[config.mk]
export PLATFORM = sky130hd
export DESIGN_NAME = loss_feeder
export DESIGN_NICKNAME = d
export VERILOG_FILES = /design/src/rtl/loss_feeder.sv
export SDC_FILE = /design/constraint.sdc
export NUM_CORES = 1
export LEC_CHECK = 0
export ABC_AREA = 1
export BUFFER_PORTS_ARGS = -buffer_cell sky130_fd_sc_hd__buf_2
export CAP_MARGIN = 5
export CELL_PAD_IN_SITES_DETAIL_PLACEMENT = 1
export CELL_PAD_IN_SITES_GLOBAL_PLACEMENT = 1
export CORE_ASPECT_RATIO = 0.9
export CORE_MARGIN = 2
export CORE_UTILIZATION = 41
export CTS_BUF_LIST = sky130_fd_sc_hd__clkbuf_2
export DETAILED_ROUTE_END_ITERATION = 8
export PLACE_DENSITY_LB_ADDON = 0.12
export SYNTH_ARGS = -nofsm -noshare
export SYNTH_HDL_FRONTEND = slang
export SYNTH_SLANG_ARGS = --single-unit
export TNS_END_PERCENT = 5
[constraint.sdc]
create_clock -name clk -period 5.3 [get_ports clk]
set_clock_uncertainty 0.2 [all_clocks]
set_input_delay 0.265 -clock clk [delete_from_list [all_inputs] [get_ports clk]]
set_output_delay 0.265 -clock clk [all_outputs]
set_load 0.05 [all_outputs]
[src/rtl/loss_feeder.sv]
// Feeds H/Y rows from two synchronous-read buffers into the loss-block columns,
// skewing column i by i cycles to line up with the systolic output timing.
module loss_feeder #(
  parameter int unsigned N      = 2,
  parameter int unsigned ADDR_W = 8
) (
  input  logic                    clk,
  input  logic                    rst,
  input  logic                    start,
  input  logic [ADDR_W-1:0]       num_rows,
  input  logic [ADDR_W-1:0]       h_base_addr,
  input  logic [ADDR_W-1:0]       y_base_addr,
  output logic                    mem_rd_en,
  output logic [ADDR_W-1:0]       mem_h_addr,
  output logic [ADDR_W-1:0]       mem_y_addr,
  input  logic [N-1:0][15:0]      mem_h_data,
  input  logic [N-1:0][15:0]      mem_y_data,
  output logic [N-1:0][15:0]      H_out,
  output logic [N-1:0][15:0]      Y_out,
  output logic [N-1:0]            valid_out,
  output logic                    busy,
  output logic                    done
);

  localparam int unsigned DW    = 16;
  localparam int unsigned CNT_W = $clog2(N + 1);

  typedef enum logic [1:0] {
    S_IDLE,
    S_ISSUE,
    S_DRAIN,
    S_DONE
  } state_e;

  state_e              state_q, state_d;
  logic [ADDR_W-1:0]   row_q, row_d;
  logic [ADDR_W-1:0]   rows_q, rows_d;
  logic [ADDR_W-1:0]   h_base_q, h_base_d;
  logic [ADDR_W-1:0]   y_base_q, y_base_d;
  logic [CNT_W-1:0]    cnt_q, cnt_d;
  logic                rd_en_q, rd_en_d;
  logic [ADDR_W-1:0]   h_addr_q, h_addr_d;
  logic [ADDR_W-1:0]   y_addr_q, y_addr_d;
  logic                busy_q, busy_d;
  logic                done_q, done_d;
  logic                rd_vld_q;

  // Control state and registered memory/handshake outputs
  always_ff @(posedge clk) begin
    if (!rst) begin
      state_q  <= S_IDLE;
      row_q    <= '0;
      rows_q   <= '0;
      h_base_q <= '0;
      y_base_q <= '0;
      cnt_q    <= '0;
      rd_en_q  <= 1'b0;
      h_addr_q <= '0;
      y_addr_q <= '0;
      busy_q   <= 1'b0;
      done_q   <= 1'b0;
      rd_vld_q <= 1'b0;
    end else begin
      state_q  <= state_d;
      row_q    <= row_d;
      rows_q   <= rows_d;
      h_base_q <= h_base_d;
      y_base_q <= y_base_d;
      cnt_q    <= cnt_d;
      rd_en_q  <= rd_en_d;
      h_addr_q <= h_addr_d;
      y_addr_q <= y_addr_d;
      busy_q   <= busy_d;
      done_q   <= done_d;
      rd_vld_q <= rd_en_q;
    end
  end

  // A zero-row start passes through one silent DRAIN cycle so done lands
  // two cycles after start without ever raising busy.
  always_comb begin
    state_d  = state_q;
    row_d    = row_q;
    rows_d   = rows_q;
    h_base_d = h_base_q;
    y_base_d = y_base_q;
    cnt_d    = cnt_q;
    rd_en_d  = 1'b0;
    h_addr_d = h_addr_q;
    y_addr_d = y_addr_q;
    busy_d   = 1'b0;
    done_d   = 1'b0;
    case (state_q)
      S_IDLE: begin
        if (start) begin
          rows_d   = num_rows;
          h_base_d = h_base_addr;
          y_base_d = y_base_addr;
          row_d    = '0;
          if (num_rows == '0) begin
            state_d = S_DRAIN;
            cnt_d   = CNT_W'(N);
          end else begin
            state_d = S_ISSUE;
          end
        end
      end
      S_ISSUE: begin
        busy_d   = 1'b1;
        rd_en_d  = 1'b1;
        h_addr_d = h_base_q + row_q;
        y_addr_d = y_base_q + row_q;
        row_d    = row_q + ADDR_W'(1);
        if (row_q == rows_q - ADDR_W'(1)) begin
          state_d = S_DRAIN;
          cnt_d   = '0;
        end
      end
      S_DRAIN: begin
        busy_d = (rows_q != '0);
        cnt_d  = cnt_q + CNT_W'(1);
        if (cnt_q == CNT_W'(N)) begin
          state_d = S_DONE;
        end
      end
      S_DONE: begin
        done_d  = 1'b1;
        state_d = S_IDLE;
      end
      default: state_d = S_IDLE;
    endcase
  end

  assign mem_rd_en  = rd_en_q;
  assign mem_h_addr = h_addr_q;
  assign mem_y_addr = y_addr_q;
  assign busy       = busy_q;
  assign done       = done_q;

  // Per-column skew line: stage 0 captures returned data, column i adds i stages
  for (genvar i = 0; i < N; i++) begin : g_col
    logic [i:0]    v_q;
    logic [DW-1:0] h_q [i+1];
    logic [DW-1:0] y_q [i+1];

    always_ff @(posedge clk) begin
      if (!rst) begin
        v_q <= '0;
        for (int s = 0; s <= i; s++) begin
          h_q[s] <= '0;
          y_q[s] <= '0;
        end
      end else begin
        v_q[0] <= rd_vld_q;
        h_q[0] <= rd_vld_q ? mem_h_data[i] : '0;
        y_q[0] <= rd_vld_q ? mem_y_data[i] : '0;
        for (int s = 1; s <= i; s++) begin
          v_q[s] <= v_q[s-1];
          h_q[s] <= h_q[s-1];
          y_q[s] <= y_q[s-1];
        end
      end
    end

    assign valid_out[i] = v_q[i];
    assign H_out[i]     = h_q[i];
    assign Y_out[i]     = y_q[i];
  end

endmodule
* Word-level counts from Yosys, hierarchy flattened
Memories as Yosys holds them, arrays and structs flattened. Index checks and enable logic that the tools add are counted.
Storage, ports and cells: bits in latches 0, input bits 91, memories kept 4, register bits 59, memory bits (writable) 96, bits in read-only memories 0
Operators by class: eq/ne operators 9, order comparisons 0, bitwise logic cells 4, multiply operators 0, add/subtract/negate cells 5, shift-type cells 0, div/mod/pow operators 0, reductions and logical operators 11, mux-type cells 28
Memories:
- g_col[1].h_q | depth 2, bits a word 16, read ports 2, clocked after memory_dff 0, write ports 2, line 143 | logic [DW-1:0] h_q [i+1];
- g_col[1].y_q | depth 2, bits a word 16, read ports 2, clocked after memory_dff 0, write ports 2, line 144 | logic [DW-1:0] y_q [i+1];
- g_col[0].h_q | depth 1, bits a word 16, read ports 1, clocked after memory_dff 0, write ports 1, line 143
- g_col[0].y_q | depth 1, bits a word 16, read ports 1, clocked after memory_dff 0, write ports 1, line 144
Operators by type and width (count):
- $mux W16 | 10
- $reduce_or A16 Y1 | 2
- $add A8 B8 Y8 | 2
- $pmux W8 S2 | 1
- $mux W2 | 7
- $add A8 B1 Y8 const B | 1
- $eq A8 B8 Y1 | 1
- $logic_not A8 Y1 | 1
- $mux W8 | 1
- $ne A2 B2 Y1 const B | 4
- $pmux W2 S4 | 1
- $reduce_bool A8 Y1 | 1
- $sub A8 B1 Y8 const B | 1
- $eq A2 B2 Y1 const B | 3
- $mux W1 | 6
- $pmux W2 S3 | 1
- $or A1 B1 Y1 | 4
- $reduce_and A2 Y1 | 2
- $reduce_and A4 Y1 | 1
- $reduce_and A3 Y1 | 1
- $reduce_bool A3 Y1 | 1
- $add A2 B1 Y2 const B | 1
- $eq A2 B1 Y1 const B | 1
- $logic_not A2 Y1 | 1
- 2 further kinds | 2

* Longest topological paths before layout
Gate-level depths: netlist (run 1).
depth after elaboration 4, gate-level depth with buffers 15, depth with buffers taken out 15

* Least setup slack after synthesis (run 1)
No wires, ideal clock.
path kind register to register, start register row_q[0], end register h_addr_q[6], in the netlist mem_h_addr[6], setup time 0.115 ns, arrival 1.729 ns, setup slack 3.256 ns, stages on the path, launching flop included 10, buffers on the path 0, clock period less this slack 2.044 ns, required time 4.985 ns, path through dfxtp_1 > ha_1 > inv_1 > fa_1 > o21ai_0 > a21oi_1 > o21bai_1 > xor2_1 > o21ai_0 > inv_1
On the way: word-level cells in the longest chain between the ends 1
RTL lines:
- start, declared | line 36 | logic [ADDR_W-1:0] row_q, row_d;
- start signal, assigned | line 65 | row_q <= row_d;
- $add A8 B8 Y8 | line 111 | h_addr_d = h_base_q + row_q;
- end signal, assigned | line 71 | h_addr_q <= h_addr_d;
- end, declared | line 42 | logic [ADDR_W-1:0] h_addr_q, h_addr_d;
Every way passes these cells. A chain may end at the register's enable or synchronous reset.

* Worst setup path after layout (run 1)
start register state_q[1], end register row_q[6]
On the way: word-level cells in the longest chain between the ends 3, elaborated cells between the ends (all ways) 6
RTL lines:
- start, declared | line 35 | state_e state_q, state_d;
- start signal, assigned | line 64 | state_q <= state_d;
- $eq A2 B1 Y1 / $logic_not A2 Y1 (equally long branches) | line 93 | case (state_q)
- $reduce_bool A2 Y1 (no source line) / $ne A2 B2 Y1 (equally long branches)
- $reduce_and A2 Y1 (no source line)
Several ways; a longest one is shown, not always the timed one.

==> run summary, run 1 <==
Data arrival at the endpoint of the critical path: 3.27 ns
Hold path depth: 4
YS warnings: 0
Reg-to-reg critical path endpoint: row_q[6]$_SDFFE_PN0P_
Critical Path Sink Type: flip-flop
Slowest cell delay on critical path: 0.78 ns
Post-synthesis cell type count: 37
Initial antenna violation count: 3
EDFF count, synth: 0
DP Wirelength: 11200 um
CTS tree: done
FF-to-FF path depth: 10
# Max-Cap Violations: 0
Min-delay worst type: input port to flip-flop
Die ar.: 15700 um^2
Count of filler cells inserted in the layout: 1843
IO Port Bufs: 175
Worst setup path class: flip-flop to flip-flop
Clock root buffer: clkbuf_2
Parity-gate share of the synthesized area counting xor and xnor cells: 2.47%
Crit path launch: state_q[1]$_SDFFE_PN0P_
Syn Inst Count: 762
Unrepaired setup endpoints after global routing: no
Result of the run: finished, final reports clean
Cell type of the slowest stage on the worst timing path: ha_1
Wire length of the first global-routing pass: 29500 um
Transition at the pin with the smallest max-transition slack: 0.941 ns
Dominant combinational cell family by area after synthesis: simple AND/OR/NAND/NOR gates
Fraction of registers with async set or reset after synthesis: 0%
Worst reg2reg startpoint: state_q[1]$_SDFFE_PN0P_
Via count of the routed design: 5616
Final routed wire length divided by cell count: 15.2 um
Area growth from synthesis to final layout: 38.6%
Multiplexer share of the synthesized area: 0.166%
Starting utilization of the core area: 41.5%
Final Max Slew Viols: 0
Number of hold-slack violations in the final timing report: 0
Area of all placed cells without fillers: 8370 um^2
Average via count per standard cell: 4.53
Most common library cell in the layout ignoring fill and taps: buf_2
Post-CTS sizing: 0
Clk_lat worst skew: 0.72 ns
Critical Path RT: 5.74 ns
Clock-pin slew reported for the worst setup and hold paths after clock tree synthesis: 0.26 ns
Die W: 132 um
Largest vdd supply drop: 0.183 mV
Compound-cell area share of the yosys netlist: 7.46%
Maximum clock path buffer count: 2
Post-synthesis register bit count: 154
Flop-to-flop setup slack: 2.47 ns
Routability Congestion: 0.855
Post-route antenna net violation count: 0
Final setup violating endpoints: 0
Max Fanout on Critical Path: 24
Final nets: 1142
Min Clock Period, post-route: 2.83 ns
TritonCTS buffer count: 17
Sinks on the clock net: 154
Vias in the first global route: 6128
Maximum achievable frequency: 353 MHz
Number of top-level pins: 176
CTS H-tree depth: 4
CP most frequent cell: nand2_1
Part of the cycle the worst path needs: 53.5%
Share of synthesized area occupied by flip-flops and latches: 51.1%
Routed Wire Length: 18900 um
Syn Std Cell Area: 6040 um^2
Total GRT Usage: 24.0%
Total power density per cell area: 383 nW/um^2
Commonest cells after routing, fill and taps aside: buf_2, dfxtp_1, inv_1
Worst path cell trace: inv_1, ha_1, inv_2, o21ai_2, nand2_1, nor2_1, nand2_1, nor2_2, and3_1, nor3_2
Synthesized net count: 878
Beginning of the worst hold path: mem_y_data[24]
Total negative setup slack: 0 ns
Number of standard-cell rows in the floorplan: 42
CP startpoint kind: flip-flop
Global-route congestion overflow total: 0
Total placed instance area: 6840 um^2
Placeable core area: 14600 um^2
Overall die height: 119 um
Leakage power total: 4.65 nW
Drt first-iter violations: 274
Synthesized-area fraction occupied by and/or/nand/nor cells: 18.4%
Synth Flop Type: dfxtp_1
Maximum number of pins on one net before global-route repair: 66
Share of cells above drive strength 1: 21.8%
Endpoint, Worst Hold: g_col[1].y_q[0][8]$_SDFF_PN0_
Number of design rule violations left after detail routing: 0
First-pass iteration count of the detailed router: 4
Relative max-transition margin: 37.2%
Arithmetic-cell share of the synthesized area counting full adders, half adders and majority gates: 5.43%
Post-synthesis average cell area: 7.92 um^2
metal layers:
metal	vias to the layer above	global-route usage, %	wire, um
li1	2771	-	-
met1	2656	25.3	7470
met2	150	43.7	9780
met3	39	8.17	1070
met4	0	9.58	544
met5	-	0	0
synthesized netlist by cell type (2+ instances only):
library cell | count | share of area, %
or2_2 | 3 | 0.31
xnor2_1 | 8 | 1.2
nor3_1 | 6 | 0.50
nand2_1 | 95 | 5.9
inv_2 | 2 | 0.12
xor2_1 | 9 | 1.3
a211oi_1 | 2 | 0.25
o21a_1 | 2 | 0.25
dfxtp_1 | 154 | 51
a21oi_1 | 26 | 2.2
nand3_2 | 3 | 0.50
nor2_1 | 143 | 8.9
nand3_1 | 9 | 0.75
fa_1 | 2 | 0.66
o21ai_0 | 48 | 4.0
clkbuf_1 | 17 | 1.1
buf_1 | 5 | 0.31
o211ai_1 | 2 | 0.25
nand2_2 | 3 | 0.31
ha_1 | 23 | 4.8
inv_1 | 150 | 9.3
buf_4 | 33 | 4.1
nand4_1 | 3 | 0.31
layout make-up:
type	count	area (um^2)	area share, %
Clock inverter	14	186	2.23
Timing Repair Buffer	301	2130	25.5
Inverter	153	574	6.86
Tap cell	198	248	2.96
Antenna cell	3	7.51	0.0897
Multi-Input combinational cell	399	2050	24.5
Clock buffer	18	90.1	1.08
Sequential cell	154	3080	36.8
state kept, by name, summed over array words and instances (netlist names), 8 cells and up:
| name | cells |
|---|---|
| g_col.h_q | 48 |
| g_col.y_q | 48 |
| h_base_q | 8 |
| mem_h_addr | 8 |
| mem_y_addr | 8 |
| row_q | 8 |
| rows_q | 8 |
| y_base_q | 8 |
per-stage QoR:
step / instances / util [%] / power [mW] / hold WS (ns) / setup slack, ns
floorplan: 762 / - / 2.12 / 0.177 / 3.26
global placement: 1081 / 47.0 / 2.35 / 0.192 / 2.59
detailed placement: 1081 / 47.0 / 2.39 / 0.199 / 2.46
CTS: 1229 / 56.9 / 3.20 / 0.00116 / 2.47
global route: 1240 / 57.5 / 3.42 / -0.00282 / 2.19
finish: 1240 / 57.5 / 3.20 / 0.0803 / 2.47
worst max-delay path, delay by kind of cell (launching register included):
family / cells / cell delay [ns]
fa+ha+maj: 1 / 0.78
simple gates: 6 / 0.69
flops: 1 / 0.40
buf+inv: 2 / 0.39
compound gates: 1 / 0.33
power breakdown:
group          switching (mW)  internal [mW]
sequential             0.0979           1.30
clock                   0.460          0.280
combinational           0.709          0.351
worst max path at each step:
stage                                  to  slack (ns)  cells past startpoint
5_1_grt             row_q[6]$_SDFFE_PN0P_        2.19                     10
3_3_place_gp        row_q[6]$_SDFFE_PN0P_        2.59                     10
6_report            row_q[6]$_SDFFE_PN0P_        2.47                     10
3_5_place_dp        row_q[6]$_SDFFE_PN0P_        2.46                     10
2_1_floorplan  mem_h_addr[6]$_SDFFE_PN0P_        3.26                      9
4_1_cts             row_q[6]$_SDFFE_PN0P_        2.47                     10
logic make-up (layout without fill, tap and decap cells):
family                   count (synthesis)  after routing
AND/OR/NAND/NOR                        271            271
AO/OA/AOI/OAI                           85             85
XOR/XNOR                                17             17
other                                    0              3
adder cells (fa/ha/maj)                 25             25
flip-flops                             154            154
multiplexers                             1              1
buffers and inverters                  209            486
timing repair:
action / CTS / global route
hold buffers: 116 / 8
endpoints found under the hold margin: 111 / 8
setup buffers: 0 / 0
Power figures use the tool's default switching activity.
==> inputs of run 2 (changes only) <==
- CORE_UTILIZATION: 41 -> 35
- clock period: 5.3 -> 2.4 ns (I/O delays scaled with it)
==> run 2 against run 1 <==
Sequential cell count stayed put. First-iteration DRC count is 36% lower. Die area is 17% higher. Cell area is 9.7% higher. Final cell count is 7.8% higher. Total power is 120% higher. Combinational power is 140% higher. Largest cell class unchanged.
==> run summary, run 2 (synthesis gave the netlist of run 1 again) <==
Result of the run: finished, final reports clean
Final Max Slew Viols: 0
Critical Path RT: 2.85 ns
# Max-Cap Violations: 0
Total GRT Usage: 23.3%
Worst setup slack before clock tree synthesis: 0.104 ns
Part of the cycle the worst path needs: 92.3%
Placeable core area: 16900 um^2
Number of top-level pins: 176
Worst reg2reg startpoint: state_q[0]$_SDFFE_PN0P_
Maximum clock path buffer count: 2
Leakage power total: 4.98 nW
Post-route antenna net violation count: 0
Transition at the pin with the smallest max-transition slack: 0.733 ns
TritonCTS buffer count: 17
Reg-to-reg critical path endpoint: y_base_q[6]$_SDFFE_PN0P_
Number of hold-slack violations in the final timing report: 0
Number of design rule violations left after detail routing: 0
Sinks on the clock net: 154
FF-to-FF path depth: 7
Routed Wire Length: 20800 um
Vias in the first global route: 6588
Maximum number of pins on one net before global-route repair: 66
Number of buffers inserted to repair setup after CTS: 0
Global-route congestion overflow total: 0
Average via count per standard cell: 4.47
Cell Count Post-Placement: 1101
Post-route worst setup slack: 0.184 ns
Worst setup path endpoint: y_base_q[6]$_SDFFE_PN0P_
First-pass iteration count of the detailed router: 4
Drt first-iter violations: 176
Total design power: 7.13 mW
Busiest metal layer after global routing: met2
Total power density per cell area: 777 nW/um^2
Grt met2 use: 42.1%
Share of cells above drive strength 1: 21.0%
Worst setup path class: flip-flop to flip-flop
Maximum achievable frequency: 451 MHz
Flop-to-flop setup slack: 0.18 ns
Final setup violating endpoints: 0
Clock-pin slew reported for the worst setup and hold paths after clock tree synthesis: 0.25 ns
Largest registers: g_col.h_q x48, g_col.y_q x48
Final standard cell count with taps included and fillers excluded: 1337
IO Port Bufs: 175
Data arrival at the endpoint of the critical path: 2.67 ns
Largest vdd supply drop: 0.335 mV
Starting utilization of the core area: 35.7%
Clk_lat worst skew: 0.71 ns
CTS tree: done
Die ar.: 18300 um^2
Met3 capacity usage during global routing: 6.81%
DP Wirelength: 11700 um
Max Fanout on Critical Path: 19
Final routed wire length divided by cell count: 15.5 um
Final-layout worst hold slack: 0.126 ns
Crit path launch: state_q[0]$_SDFFE_PN0P_
Commonest cells after routing, fill and taps aside: dlygate4sd3_1, buf_2, dfxtp_1
GRT met1 Usage: 25.3%
Final nets: 1225
Relative max-transition margin: 51.1%
Overall die height: 129 um
Initial antenna violation count: 3
Clock root buffer: clkbuf_2
Wire length of the first global-routing pass: 32800 um
Most common library cell in the layout ignoring fill and taps: dlygate4sd3_1
Min Clock Period, post-route: 2.22 ns
Via count of the routed design: 5975
Die W: 142 um
Routability Congestion: 0.797
Number of standard-cell rows in the floorplan: 45
Critical Path Sink Type: flip-flop
CTS H-tree depth: 4
Area growth from synthesis to final layout: 52.0%
Min-delay worst type: input port to flip-flop
CP startpoint kind: flip-flop
Total negative setup slack: 0 ns
-- run 2: routing by layer --
metal | wire, um | vias to the layer above
met2 | 10500 | 153
met4 | 720 | 0
met1 | 8560 | 2830
met5 | 0 | -
li1 | - | 2939
met3 | 945 | 53
-- run 2: through the flow --
| stage | util [%] | cell area (um^2) |
|---|---|---|
| 2_1_floorplan | - | 6040 |
| 3_3_place_gp | 40.9 | 6910 |
| 3_5_place_dp | 40.9 | 6910 |
| 4_1_cts | 54.2 | 9160 |
| 5_1_grt | 54.3 | 9180 |
| 6_report | 54.3 | 9180 |
-- run 2: power breakdown --
group / switching (mW) / internal (mW)
registers: 0.200 / 2.88
logic: 1.64 / 0.917
clock network: 1.06 / 0.428
total: 2.91 / 4.23
-- run 2: what timing repair did --
item | in CTS | in global routing
resized for setup | 0 | 5
hold buffers | 200 | 0
hold endpoints to repair | 153 | 0
setup endpoints to repair | 0 | 23
-- run 2: final cells by class --
type	count	area (um^2)
fillers	2074	7710
flip-flops and latches	154	3090
repair buffers	384	2950
multi-input cells	399	2050
inverters	153	574
well taps	211	264
clock inverters	14	153
clock buffers	18	90.1
diodes	4	10.0
-- run 2: worst max-delay path, cell delays in order (launching register included) --
cell and delay (ns):
dfxtp_2 0.39, inv_1 0.11, ha_2 0.27, nand2_2 0.13, buf_6 0.19, o21ai_0 0.22
dlygate4sd3_1 0.60, nor2_1 0.04
-- run 2: how the worst min path moves through the flow --
stage,start,to,slack [ns],cells after the start
2_1_floorplan,mem_h_data[0],g_col[0].h_q[0][0]$_SDFF_PN0_,0.03,2
6_report,start,rows_q[0]$_SDFFE_PN0P_,0.13,4
4_1_cts,start,rows_q[0]$_SDFFE_PN0P_,0.02,4
3_3_place_gp,mem_y_data[21],g_col[1].y_q[0][5]$_SDFF_PN0_,0.13,3
3_5_place_dp,mem_h_data[29],g_col[1].h_q[0][13]$_SDFF_PN0_,0.14,3
5_1_grt,start,rows_q[0]$_SDFFE_PN0P_,0.08,4
